==> src/rtl/lsu_if.sv <==
// rtl/lsu_if.sv - LSU core-side request/response and memory-side bus bundle
//
// Core side : start, is_store, funct3, Addr, WData -> RData, busy, done, fault
// Memory    : mem_req, mem_we, mem_addr, mem_wdata, mem_be -> mem_rdata, mem_ack
// slave modport is the LSU, master modport is whoever drives it.
interface lsu_if;
  logic        start;
  logic        is_store;
  logic [2:0]  funct3;
  logic [31:0] Addr;
  logic [31:0] WData;
  logic [31:0] RData;
  logic        busy;
  logic        done;
  logic [1:0]  fault;
  logic        mem_req;
  logic        mem_we;
  logic [31:0] mem_addr;
  logic [31:0] mem_wdata;
  logic [3:0]  mem_be;
  logic [31:0] mem_rdata;
  logic        mem_ack;

  modport slave (
    input  start, is_store, funct3, Addr, WData, mem_rdata, mem_ack,
    output RData, busy, done, fault, mem_req, mem_we, mem_addr, mem_wdata, mem_be
  );

  modport master (
    output start, is_store, funct3, Addr, WData, mem_rdata, mem_ack,
    input  RData, busy, done, fault, mem_req, mem_we, mem_addr, mem_wdata, mem_be
  );
endinterface

==> src/rtl/lsu.sv <==
// rtl/lsu.sv - load/store unit: one word-bus access per request, byte/half lane handling
//
// Ports: clk, rst_n (synchronous, active-low), bus (lsu_if.slave).
// Parameter TIMEOUT: number of REQ cycles to wait for mem_ack (2..255).
// Optional macro LSU_MISALIGN_CHECK_EN: reject misaligned H/W accesses with fault 01.
// fault codes: 00 ok, 01 misaligned, 10 timeout, 11 illegal funct3.
module lsu #(
  parameter int TIMEOUT = 16
) (
  input  logic clk,
  input  logic rst_n,
  lsu_if.slave bus
);
  typedef enum logic [1:0] {S_IDLE = 2'd0, S_REQ = 2'd1, S_DONE = 2'd2} state_t;

  localparam logic [7:0] LP_CNT_LAST = 8'(TIMEOUT - 1);

  state_t      r_state, w_state_n;
  logic [7:0]  r_cnt;
  logic        r_store;
  logic [2:0]  r_f3;
  logic [1:0]  r_off;
  logic [31:0] r_rdata, r_mem_addr, r_mem_wdata;
  logic [3:0]  r_mem_be;
  logic        r_mem_req, r_mem_we, r_busy, r_done;
  logic [1:0]  r_fault;

  logic        w_illegal, w_misalign;
  logic [1:0]  w_fault_n;
  logic [3:0]  w_be;
  logic [31:0] w_wdata;
  logic [1:0]  w_lane_off;
  logic [31:0] w_lane, w_ld_data;

  // Stores only have B/H/W; loads additionally have BU/HU.
  always_comb begin
    if (bus.is_store) w_illegal = bus.funct3[2] || (bus.funct3[1:0] == 2'b11);
    else              w_illegal = (bus.funct3 == 3'b011) || (bus.funct3[2:1] == 2'b11);
  end

`ifdef LSU_MISALIGN_CHECK_EN
  assign w_misalign = ((bus.funct3[1:0] == 2'b01) && bus.Addr[0]) ||
                      ((bus.funct3[1:0] == 2'b10) && (bus.Addr[1:0] != 2'b00));
`else
  assign w_misalign = 1'b0;
`endif

  // Byte enables and lane-replicated store data, formed from the request inputs.
  always_comb begin
    w_be    = 4'b1111;
    w_wdata = bus.WData;
    case (bus.funct3[1:0])
      2'b00: begin
        w_be    = 4'b0001 << bus.Addr[1:0];
        w_wdata = {4{bus.WData[7:0]}};
      end
      2'b01: begin
        w_be    = 4'b0011 << {bus.Addr[1], 1'b0};
        w_wdata = {2{bus.WData[15:0]}};
      end
      default: ;
    endcase
  end

  // Load lane select: halves ignore Addr[0], words always use lane 0.
  always_comb begin
    case (r_f3[1:0])
      2'b00:   w_lane_off = r_off;
      2'b01:   w_lane_off = {r_off[1], 1'b0};
      default: w_lane_off = 2'b00;
    endcase
    w_lane = bus.mem_rdata >> {w_lane_off, 3'b000};
    case (r_f3)
      3'b000:  w_ld_data = {{24{w_lane[7]}}, w_lane[7:0]};
      3'b100:  w_ld_data = {24'd0, w_lane[7:0]};
      3'b001:  w_ld_data = {{16{w_lane[15]}}, w_lane[15:0]};
      3'b101:  w_ld_data = {16'd0, w_lane[15:0]};
      default: w_ld_data = w_lane;
    endcase
  end

  always_comb begin
    w_state_n = r_state;
    w_fault_n = 2'b00;
    case (r_state)
      S_IDLE: if (bus.start) begin
        if (w_illegal) begin
          w_state_n = S_DONE;
          w_fault_n = 2'b11;
        end else if (w_misalign) begin
          w_state_n = S_DONE;
          w_fault_n = 2'b01;
        end else begin
          w_state_n = S_REQ;
        end
      end
      // ack is checked first so an ack in the last allowed cycle still succeeds
      S_REQ: if (bus.mem_ack) begin
        w_state_n = S_DONE;
      end else if (r_cnt == LP_CNT_LAST) begin
        w_state_n = S_DONE;
        w_fault_n = 2'b10;
      end
      S_DONE:  w_state_n = S_IDLE;
      default: w_state_n = S_IDLE;
    endcase
  end

  always_ff @(posedge clk) begin
    if (!rst_n) r_state <= S_IDLE;
    else        r_state <= w_state_n;
  end

  always_ff @(posedge clk) begin
    if (!rst_n) begin
      r_cnt       <= 8'd0;
      r_store     <= 1'b0;
      r_f3        <= 3'd0;
      r_off       <= 2'd0;
      r_rdata     <= 32'd0;
      r_mem_addr  <= 32'd0;
      r_mem_wdata <= 32'd0;
      r_mem_be    <= 4'd0;
      r_mem_req   <= 1'b0;
      r_mem_we    <= 1'b0;
      r_busy      <= 1'b0;
      r_done      <= 1'b0;
      r_fault     <= 2'd0;
    end else begin
      r_busy    <= (w_state_n != S_IDLE);
      r_done    <= (w_state_n == S_DONE);
      r_fault   <= w_fault_n;
      r_mem_req <= (w_state_n == S_REQ);
      if (r_state == S_IDLE && bus.start) begin
        r_store <= bus.is_store;
        r_f3    <= bus.funct3;
        r_off   <= bus.Addr[1:0];
        r_cnt   <= 8'd0;
        if (w_state_n == S_REQ) begin
          r_mem_addr  <= {bus.Addr[31:2], 2'b00};
          r_mem_be    <= w_be;
          r_mem_wdata <= w_wdata;
          r_mem_we    <= bus.is_store;
        end
      end
      if (r_state == S_REQ) begin
        if (w_state_n != S_REQ) r_mem_we <= 1'b0;
        else                    r_cnt    <= r_cnt + 8'd1;
        if (bus.mem_ack && !r_store) r_rdata <= w_ld_data;
      end
    end
  end

  assign bus.RData     = r_rdata;
  assign bus.busy      = r_busy;
  assign bus.done      = r_done;
  assign bus.fault     = r_fault;
  assign bus.mem_req   = r_mem_req;
  assign bus.mem_we    = r_mem_we;
  assign bus.mem_addr  = r_mem_addr;
  assign bus.mem_wdata = r_mem_wdata;
  assign bus.mem_be    = r_mem_be;
endmodule

==> src/flat_wrapper.sv <==
// flat-port wrapper written by rule: the top's interface ports become plain ports
module lsu_flat 
#(
  parameter int TIMEOUT = 16
)
  (clk, rst_n, bus_start, bus_is_store, bus_funct3, bus_Addr, bus_WData, bus_mem_rdata, bus_mem_ack, bus_RData, bus_busy, bus_done, bus_fault, bus_mem_req, bus_mem_we, bus_mem_addr, bus_mem_wdata, bus_mem_be);
  lsu_if bus_i ();
  input  logic clk;
  input  logic rst_n;
  input wire logic [$bits(bus_i.start)-1:0] bus_start;
  input wire logic [$bits(bus_i.is_store)-1:0] bus_is_store;
  input wire logic [$bits(bus_i.funct3)-1:0] bus_funct3;
  input wire logic [$bits(bus_i.Addr)-1:0] bus_Addr;
  input wire logic [$bits(bus_i.WData)-1:0] bus_WData;
  input wire logic [$bits(bus_i.mem_rdata)-1:0] bus_mem_rdata;
  input wire logic [$bits(bus_i.mem_ack)-1:0] bus_mem_ack;
  output wire logic [$bits(bus_i.RData)-1:0] bus_RData;
  output wire logic [$bits(bus_i.busy)-1:0] bus_busy;
  output wire logic [$bits(bus_i.done)-1:0] bus_done;
  output wire logic [$bits(bus_i.fault)-1:0] bus_fault;
  output wire logic [$bits(bus_i.mem_req)-1:0] bus_mem_req;
  output wire logic [$bits(bus_i.mem_we)-1:0] bus_mem_we;
  output wire logic [$bits(bus_i.mem_addr)-1:0] bus_mem_addr;
  output wire logic [$bits(bus_i.mem_wdata)-1:0] bus_mem_wdata;
  output wire logic [$bits(bus_i.mem_be)-1:0] bus_mem_be;
  assign bus_i.start = bus_start;
  assign bus_i.is_store = bus_is_store;
  assign bus_i.funct3 = bus_funct3;
  assign bus_i.Addr = bus_Addr;
  assign bus_i.WData = bus_WData;
  assign bus_i.mem_rdata = bus_mem_rdata;
  assign bus_i.mem_ack = bus_mem_ack;
  assign bus_RData = bus_i.RData;
  assign bus_busy = bus_i.busy;
  assign bus_done = bus_i.done;
  assign bus_fault = bus_i.fault;
  assign bus_mem_req = bus_i.mem_req;
  assign bus_mem_we = bus_i.mem_we;
  assign bus_mem_addr = bus_i.mem_addr;
  assign bus_mem_wdata = bus_i.mem_wdata;
  assign bus_mem_be = bus_i.mem_be;
  lsu #(.TIMEOUT(TIMEOUT)) u_core (.clk(clk), .rst_n(rst_n), .bus(bus_i));
endmodule
==> config.mk <==
export PLATFORM = sky130hd
export DESIGN_NAME = lsu_flat
export DESIGN_NICKNAME = d
export VERILOG_FILES = /design/src/rtl/lsu_if.sv /design/src/rtl/lsu.sv /design/src/flat_wrapper.sv
export SDC_FILE = /design/constraint.sdc
export NUM_CORES = 1
export LEC_CHECK = 0
export ABC_AREA = 0
export CORE_MARGIN = 5
export CORE_UTILIZATION = 47
export CTS_CLUSTER_SIZE = 20
export DETAILED_ROUTE_END_ITERATION = 12
export PLACE_DENSITY_LB_ADDON = 0.2
export SYNTH_ARGS = -nofsm -noshare
export SYNTH_HDL_FRONTEND = slang
export SYNTH_SLANG_ARGS = --single-unit
==> constraint.sdc <==
create_clock -name clk -period 3.6 [get_ports clk]
set_input_delay 0.9 -clock clk [delete_from_list [all_inputs] [get_ports clk]]
set_output_delay 0.9 -clock clk [all_outputs]
set_load 0.005 [all_outputs]
==> metrics.txt, run 1 <==
Initial Utilization 47.3%; worst r2r src u_core.r_f3[1]; Port-buffer cells 207; CTS tree done; Clock transition at path regs 0.05 ns; main combinational cell family by area after synthesis simple AND/OR/NAND/NOR gates; final wirelength 16700 um; num ports 210; vias in the first global route 5230; Hold Vio Cnt, Final 0; initial antenna violation count 0; commonest non-fill, non-tap cell in the layout clkdlybuf4s50_1; floorplan row count 39; largest net degree at the start of global routing 83; WL/cell 16.7 um; CTS resizes 0; ys async rst share 0%; VDD IR max 0.403 mV; leakage 3.14 nW; xor/xnor cell area share of the yosys netlist 0.164%; status finished clean; Critical Path Source Type flip-flop; Mean Syn Cell Area 8.11 sq um; drt pass-1 iters 8; Pwr Density 474 nW/um^2; htree depth 4; final setup fails 0; Period minus WS final 2.56 ns; mapped cell area 5340 sq um; Routed Antenna Nets 0; Worst Hold Launch u_core.bus.mem_wdata[30]; post-synthesis sequential area ratio 45.0%; Critical Path Start u_core.r_f3[1]; n_diodes 0; TritonCTS Buffers 17; Die Wd 117 um; Ys Warns 0; initial detailed-routing violation count 441; Post-synth EDFFs 0; Root Driver clkbuf_16; Final TNS setup 0 ns; critical path type reg2reg; setup bufs post-CTS 0; Final Power 3.81 mW; dpl hpwl 11900 um; Worst setup EP type flip-flop; # hold bufs at CTS 0; # nets final 949; global-route wire length before repair 25800 um; FMAX 390 MHz; Hold Crit Class reg2reg; data required time at the worst endpoint 3.87 ns; clk_lat worst skew 0.41 ns; Placer Congestion 0.836; overall routing resource usage 24.3%; Arrival @ worst endpoint 2.83 ns; crit path max fanout 31; Die Ht 117 um; Adder-Cell Fraction of Synth Area 0.234%; compound-cell area share of the yosys netlist 21.3%; vias per cell 5.35; Worst slew margin 25.8%; Fill cells 843; CTS max path bufs 2; multiplexer area fraction after synthesis 3.96%; most frequent cells in the layout 206 x clkdlybuf4s50_1, 171 x nand2_1, 120 x dfxtp_1; distinct cell type count after synthesis 54; P&R area growth vs syn 50.6%; fin. max-slew vios 0; simple-gate portion of the synthesized area 23.8%; RSZ-0062 raised after global routing false; # clock sinks 120; share of layout cells above drive strength 1 6.90%; vias 5344; WHS 0.453 ns; gr ovfl total 0; crit share post-route 71.2%; register bit total from synthesis 120; Post-synth top flop dfxtp_1; Post-Syn Instances 658; die area 13600 sq um; worst-margin pin slew 1.11 ns; core area 11300 sq um; skew final 0.00879 ns; Max-cap violations 0; drc violations 0
-- flip-flops by register name (all words and copies together) (netlist names) --
signal and flops:
u_core.r_off 2, u_core.bus.fault 2, u_core.bus.mem_we 1, u_core.r_cnt 8, u_core.r_state 2, u_core.bus.mem_be 4, u_core.r_f3 3, u_core.bus.mem_req 1
u_core.bus.RData 32, u_core.r_store 1, u_core.bus.mem_wdata 32, u_core.bus.busy 1, u_core.bus.mem_addr 30, u_core.bus.done 1
-- where the power goes --
part	leakage, nW	switching, mW	internal [mW]
combinational	1.86	0.260	0.317
clock	0.303	0.585	1.19
sequential	0.978	0.0529	1.40
total	3.14	0.898	2.91
-- metrics by stage --
step | util [%] | std cells | setup WS [ns] | cell area, sq um
finish | 71.3 | 998 | 1.04 | 8040
floorplan | - | 659 | 1.56 | 5340
CTS | 71.3 | 998 | 1.06 | 8040
global route | 71.3 | 998 | 0.857 | 8040
global placement | 65.8 | 968 | 0.736 | 7410
detailed placement | 65.8 | 968 | 0.671 | 7410
-- cell usage after synthesis (2+ instances only) --
cell type | n | area share [%]
o21a_1 | 2 | 0.28
nor2_1 | 36 | 2.5
inv_1 | 11 | 0.77
nand3b_1 | 16 | 2.3
buf_4 | 6 | 0.84
or3_2 | 3 | 0.42
mux2i_1 | 20 | 3.8
a21oi_1 | 63 | 5.9
a21boi_0 | 7 | 0.98
nand3_1 | 13 | 1.2
a22oi_1 | 8 | 1.1
a31oi_1 | 3 | 0.35
o21ai_1 | 6 | 0.56
or3b_1 | 2 | 0.33
nand2_1 | 171 | 12
a21boi_1 | 7 | 0.98
o21ai_0 | 48 | 4.5
a32o_1 | 7 | 1.3
o22ai_1 | 7 | 0.82
nand2b_1 | 3 | 0.35
nor3_1 | 8 | 0.75
and3_1 | 3 | 0.35
o211a_1 | 16 | 3.0
and2_1 | 2 | 0.23
dfxtp_1 | 120 | 45
nor2b_1 | 3 | 0.35
buf_2 | 16 | 1.5
and2b_2 | 2 | 0.33
clkbuf_1 | 24 | 1.7
-- cells by family after synthesis --
family / after synthesis
and+or+nand+nor: 274
AOI/OAI and AO/OA: 179
DFF: 120
buffers and inverters: 61
muxes: 21
adders and majority gates: 1
other: 1
xor gates and xnor gates: 1
-- final cells by class --
class	instances	area, sq um	area share, %
Multi-Input combinational cell	478	2650	33.0
Sequential cell	120	2400	29.9
Timing Repair Buffer	215	2140	26.6
Clock buffer	23	508	6.32
Tap cell	143	179	2.23
Clock inverter	7	115	1.43
Inverter	12	45.0	0.560
-- worst max-delay path, stage by stage (launching register included) --
cell,delay [ns]
dfxtp_1,1.05
and4bb_2,0.32
a21oi_1,0.17
o221ai_2,0.18
a41oi_4,0.56
nor2_1,0.14
-- final timing paths --
| check | end | slack, ns | depth (start not counted) |
|---|---|---|---|
| setup / recovery | u_core.bus.RData[21] | 1.04 | 5 |
| hold / removal | u_core.bus.mem_wdata[30] | 0.45 | 2 |
| hold reg to reg | u_core.bus.mem_wdata[30] | 0.45 | 2 |
| setup reg to reg | u_core.bus.RData[21] | 1.04 | 5 |
-- metal layers --
metal	vias up	GRT usage (%)	wire length [um]
met2	196	41.8	8430
li1	2628	-	-
met3	16	10.8	1800
met5	-	0	0
met4	0	8.33	208
met1	2504	26.7	6270
No activity file was read; power rests on OpenSTA's default activity.
==> inputs of run 2 (changes only) <==
Settings changed: CORE_UTILIZATION 47 to 44.
Clock period 3.6 ns to 2.4 ns, I/O delays scaled along.
==> run 2 against run 1 <==
Routed wire length is 0.87% higher. Die area is 6.2% higher. Cell count is 1.6% higher. Hold slack better by 0.00093 ns. Sequential power is 49% higher. First-iteration DRC count is 27% lower. Critical path type unchanged. Largest cell class unchanged.
==> metrics.txt, run 2 (synthesis results as in run 1) <==
final wirelength 16900 um (was 16700 um); Arrival @ worst endpoint 2.29 ns (was 2.83 ns); TritonCTS Buffers 17 (unchanged); CTS max path bufs 2 (unchanged); CP top delay family simple AND/OR/NAND/NOR gates (was flip-flops); pre-CTS setup slack 0.0775 ns (was 0.671 ns); P&R area growth vs syn 53.4% (was 50.6%); Initial Utilization 44.6% (was 47.3%); Clock power frac 47.4% (was 46.6%); Clock transition at path regs 0.05 ns (about the same); skew final 0.00502 ns (was 0.00879 ns); drc violations 0 (unchanged); Power Internal 4.51 mW (was 2.91 mW); Hold Vio Cnt, Final 0 (unchanged); critical path type reg2reg (unchanged); commonest non-fill, non-tap cell in the layout clkdlybuf4s50_1 (unchanged); Die Ht 120 um (was 117 um); drt pass-1 iters 5 (was 8); die area 14400 sq um (was 13600 sq um); # clock sinks 120 (unchanged); setup bufs post-CTS 0 (unchanged); FMAX 509 MHz (was 390 MHz); initial detailed-routing violation count 320 (was 441); core area 12000 sq um (was 11300 sq um); clk_lat worst skew 0.41 ns (about the same); WL/cell 16.6 um (was 16.7 um); status finished clean (unchanged); Routed Antenna Nets 0 (unchanged); crit share post-route 81.8% (was 71.2%); global-route wire length before repair 27000 um (was 25800 um); Die Wd 120 um (was 117 um); Max-cap violations 0 (unchanged); worst-margin pin slew 0.540 ns (was 1.11 ns); Worst setup EP type flip-flop (unchanged); worst hold path depth 2 (unchanged); RR Endpoint u_core.bus.RData[4] (was u_core.bus.RData[21]); Placer Congestion 0.830 (was 0.836); placed cell areas 7530 sq um (was 7410 sq um); worst reg-to-reg path cell count 5 (unchanged); Finished Core Util 68.4% (was 71.3%); # hold bufs at CTS 0 (unchanged); RSZ-0062 raised after global routing false (unchanged); crit path max fanout 14 (was 31); floorplan row count 40 (was 39); num ports 210 (unchanged); Root Driver clkbuf_16 (unchanged); Critical Path Source Type flip-flop (unchanged); final setup fails 0 (unchanged); CP Buf/Inv Count 0 (unchanged); vias per cell 5.36 (was 5.35); CTS resizes 0 (unchanged); Port-buffer cells 207 (unchanged); post-route setup slack 0.437 ns (was 1.04 ns); leakage 3.22 nW (was 3.14 nW); worst r2r src u_core.r_f3[0] (was u_core.r_f3[1]); Layout Cells excl Fill 1014 (was 998); Worst Hold Launch u_core.bus.mem_addr[25] (was u_core.bus.mem_wdata[30]); combinational power share 15.4% (was 15.2%); # nets final 959 (was 949); net switching power figure 1.35 mW (was 0.898 mW); dpl hpwl 12200 um (was 11900 um); vias 5433 (was 5344); largest net degree at the start of global routing 52 (was 83); Critical Path Start u_core.r_f3[0] (was u_core.r_f3[1]); vias in the first global route 5640 (was 5230); Final TNS setup 0 ns (unchanged); most frequent cells in the layout 206 x clkdlybuf4s50_1, 171 x nand2_1, 120 x dfxtp_1 (unchanged); CTS tree done (unchanged); post-route cell area 8190 sq um (was 8040 sq um); htree depth 4 (unchanged); share of layout cells above drive strength 1 7.84% (was 6.90%); Hold Crit Endpoint u_core.bus.mem_addr[25] (was u_core.bus.mem_wdata[30]); reg-to-reg slack, setup 0.44 ns (was 1.04 ns); switch share 23.0% (was 23.6%); Slowest cell on crit path and2_1 (was dfxtp_1); initial antenna violation count 0 (unchanged); Flop pwr share 37.2% (was 38.3%); Final Power 5.86 mW (was 3.81 mW); Hold Crit Class reg2reg (unchanged); Worst slew margin 64.0% (was 25.8%); data required time at the worst endpoint 2.72 ns (was 3.87 ns); Pwr Density 715 nW/um^2 (was 474 nW/um^2); gr ovfl total 0 (unchanged); critical path, cell by cell nor2_1 > and2_1 > nand2_1 > a32o_1 > o22ai_1 (was and4bb_2 > a21oi_1 > o221ai_2 > a41oi_4 > nor2_1); overall routing resource usage 23.4% (was 24.3%); delay of the slowest critical-path stage 0.49 ns (was 1.05 ns); n_diodes 0 (unchanged); VDD IR max 0.485 mV (was 0.403 mV); cell count after placement 982 (was 968); Period minus WS final 1.96 ns (was 2.56 ns); WHS 0.454 ns (was 0.453 ns); fin. max-slew vios 0 (unchanged)
==> run 2: worst register-to-register path: cells and delay by family, from the launching register on <==
family             cells  cell delay (ns)
AOI/OAI and AO/OA      2             0.47
and+or+nand+nor        3             0.93
DFF                    1             0.46
==> run 2: how the worst max path moves through the flow <==
stage	end	slack (ns)	cells past startpoint
final	u_core.bus.RData[4]	0.44	5
after global routing	u_core.bus.RData[13]	0.29	6
after CTS	u_core.bus.RData[4]	0.46	5
after detailed placement	u_core.bus.RData[13]	0.08	6
after global placement	u_core.bus.RData[10]	0.12	6
after floorplan	u_core.bus.RData[22]	0.66	6
==> run 2: final cells by class <==
class | count | area, sq um
Fill cell | 990 | 3780
Multi-Input combinational cell | 478 | 2650
Sequential cell | 120 | 2400
Timing Repair Buffer | 225 | 2250
Clock buffer | 26 | 519
Tap cell | 147 | 184
Clock inverter | 6 | 134
Inverter | 12 | 45.0
==> run 2: per-layer routing <==
metal / routed length (um) / share of wire (%) / vias up / global-route usage (%)
met5: 0 / 0 / - / 0
met4: 466 / 2.8 / 0 / 11.0
met3: 1830 / 11 / 40 / 10.9
met2: 8250 / 49 / 228 / 39.8
met1: 6320 / 37 / 2521 / 24.4
li1: - / - / 2644 / -
==> run 2: power by group through the flow <==
stage	registers, mW	logic [mW]	clock network (mW)
after floorplan	2.21	0.392	0
after global placement	2.22	0.878	0
after detailed placement	2.22	0.897	0
after CTS	2.18	0.906	2.82
after global routing	2.19	0.982	2.90
final	2.18	0.901	2.77
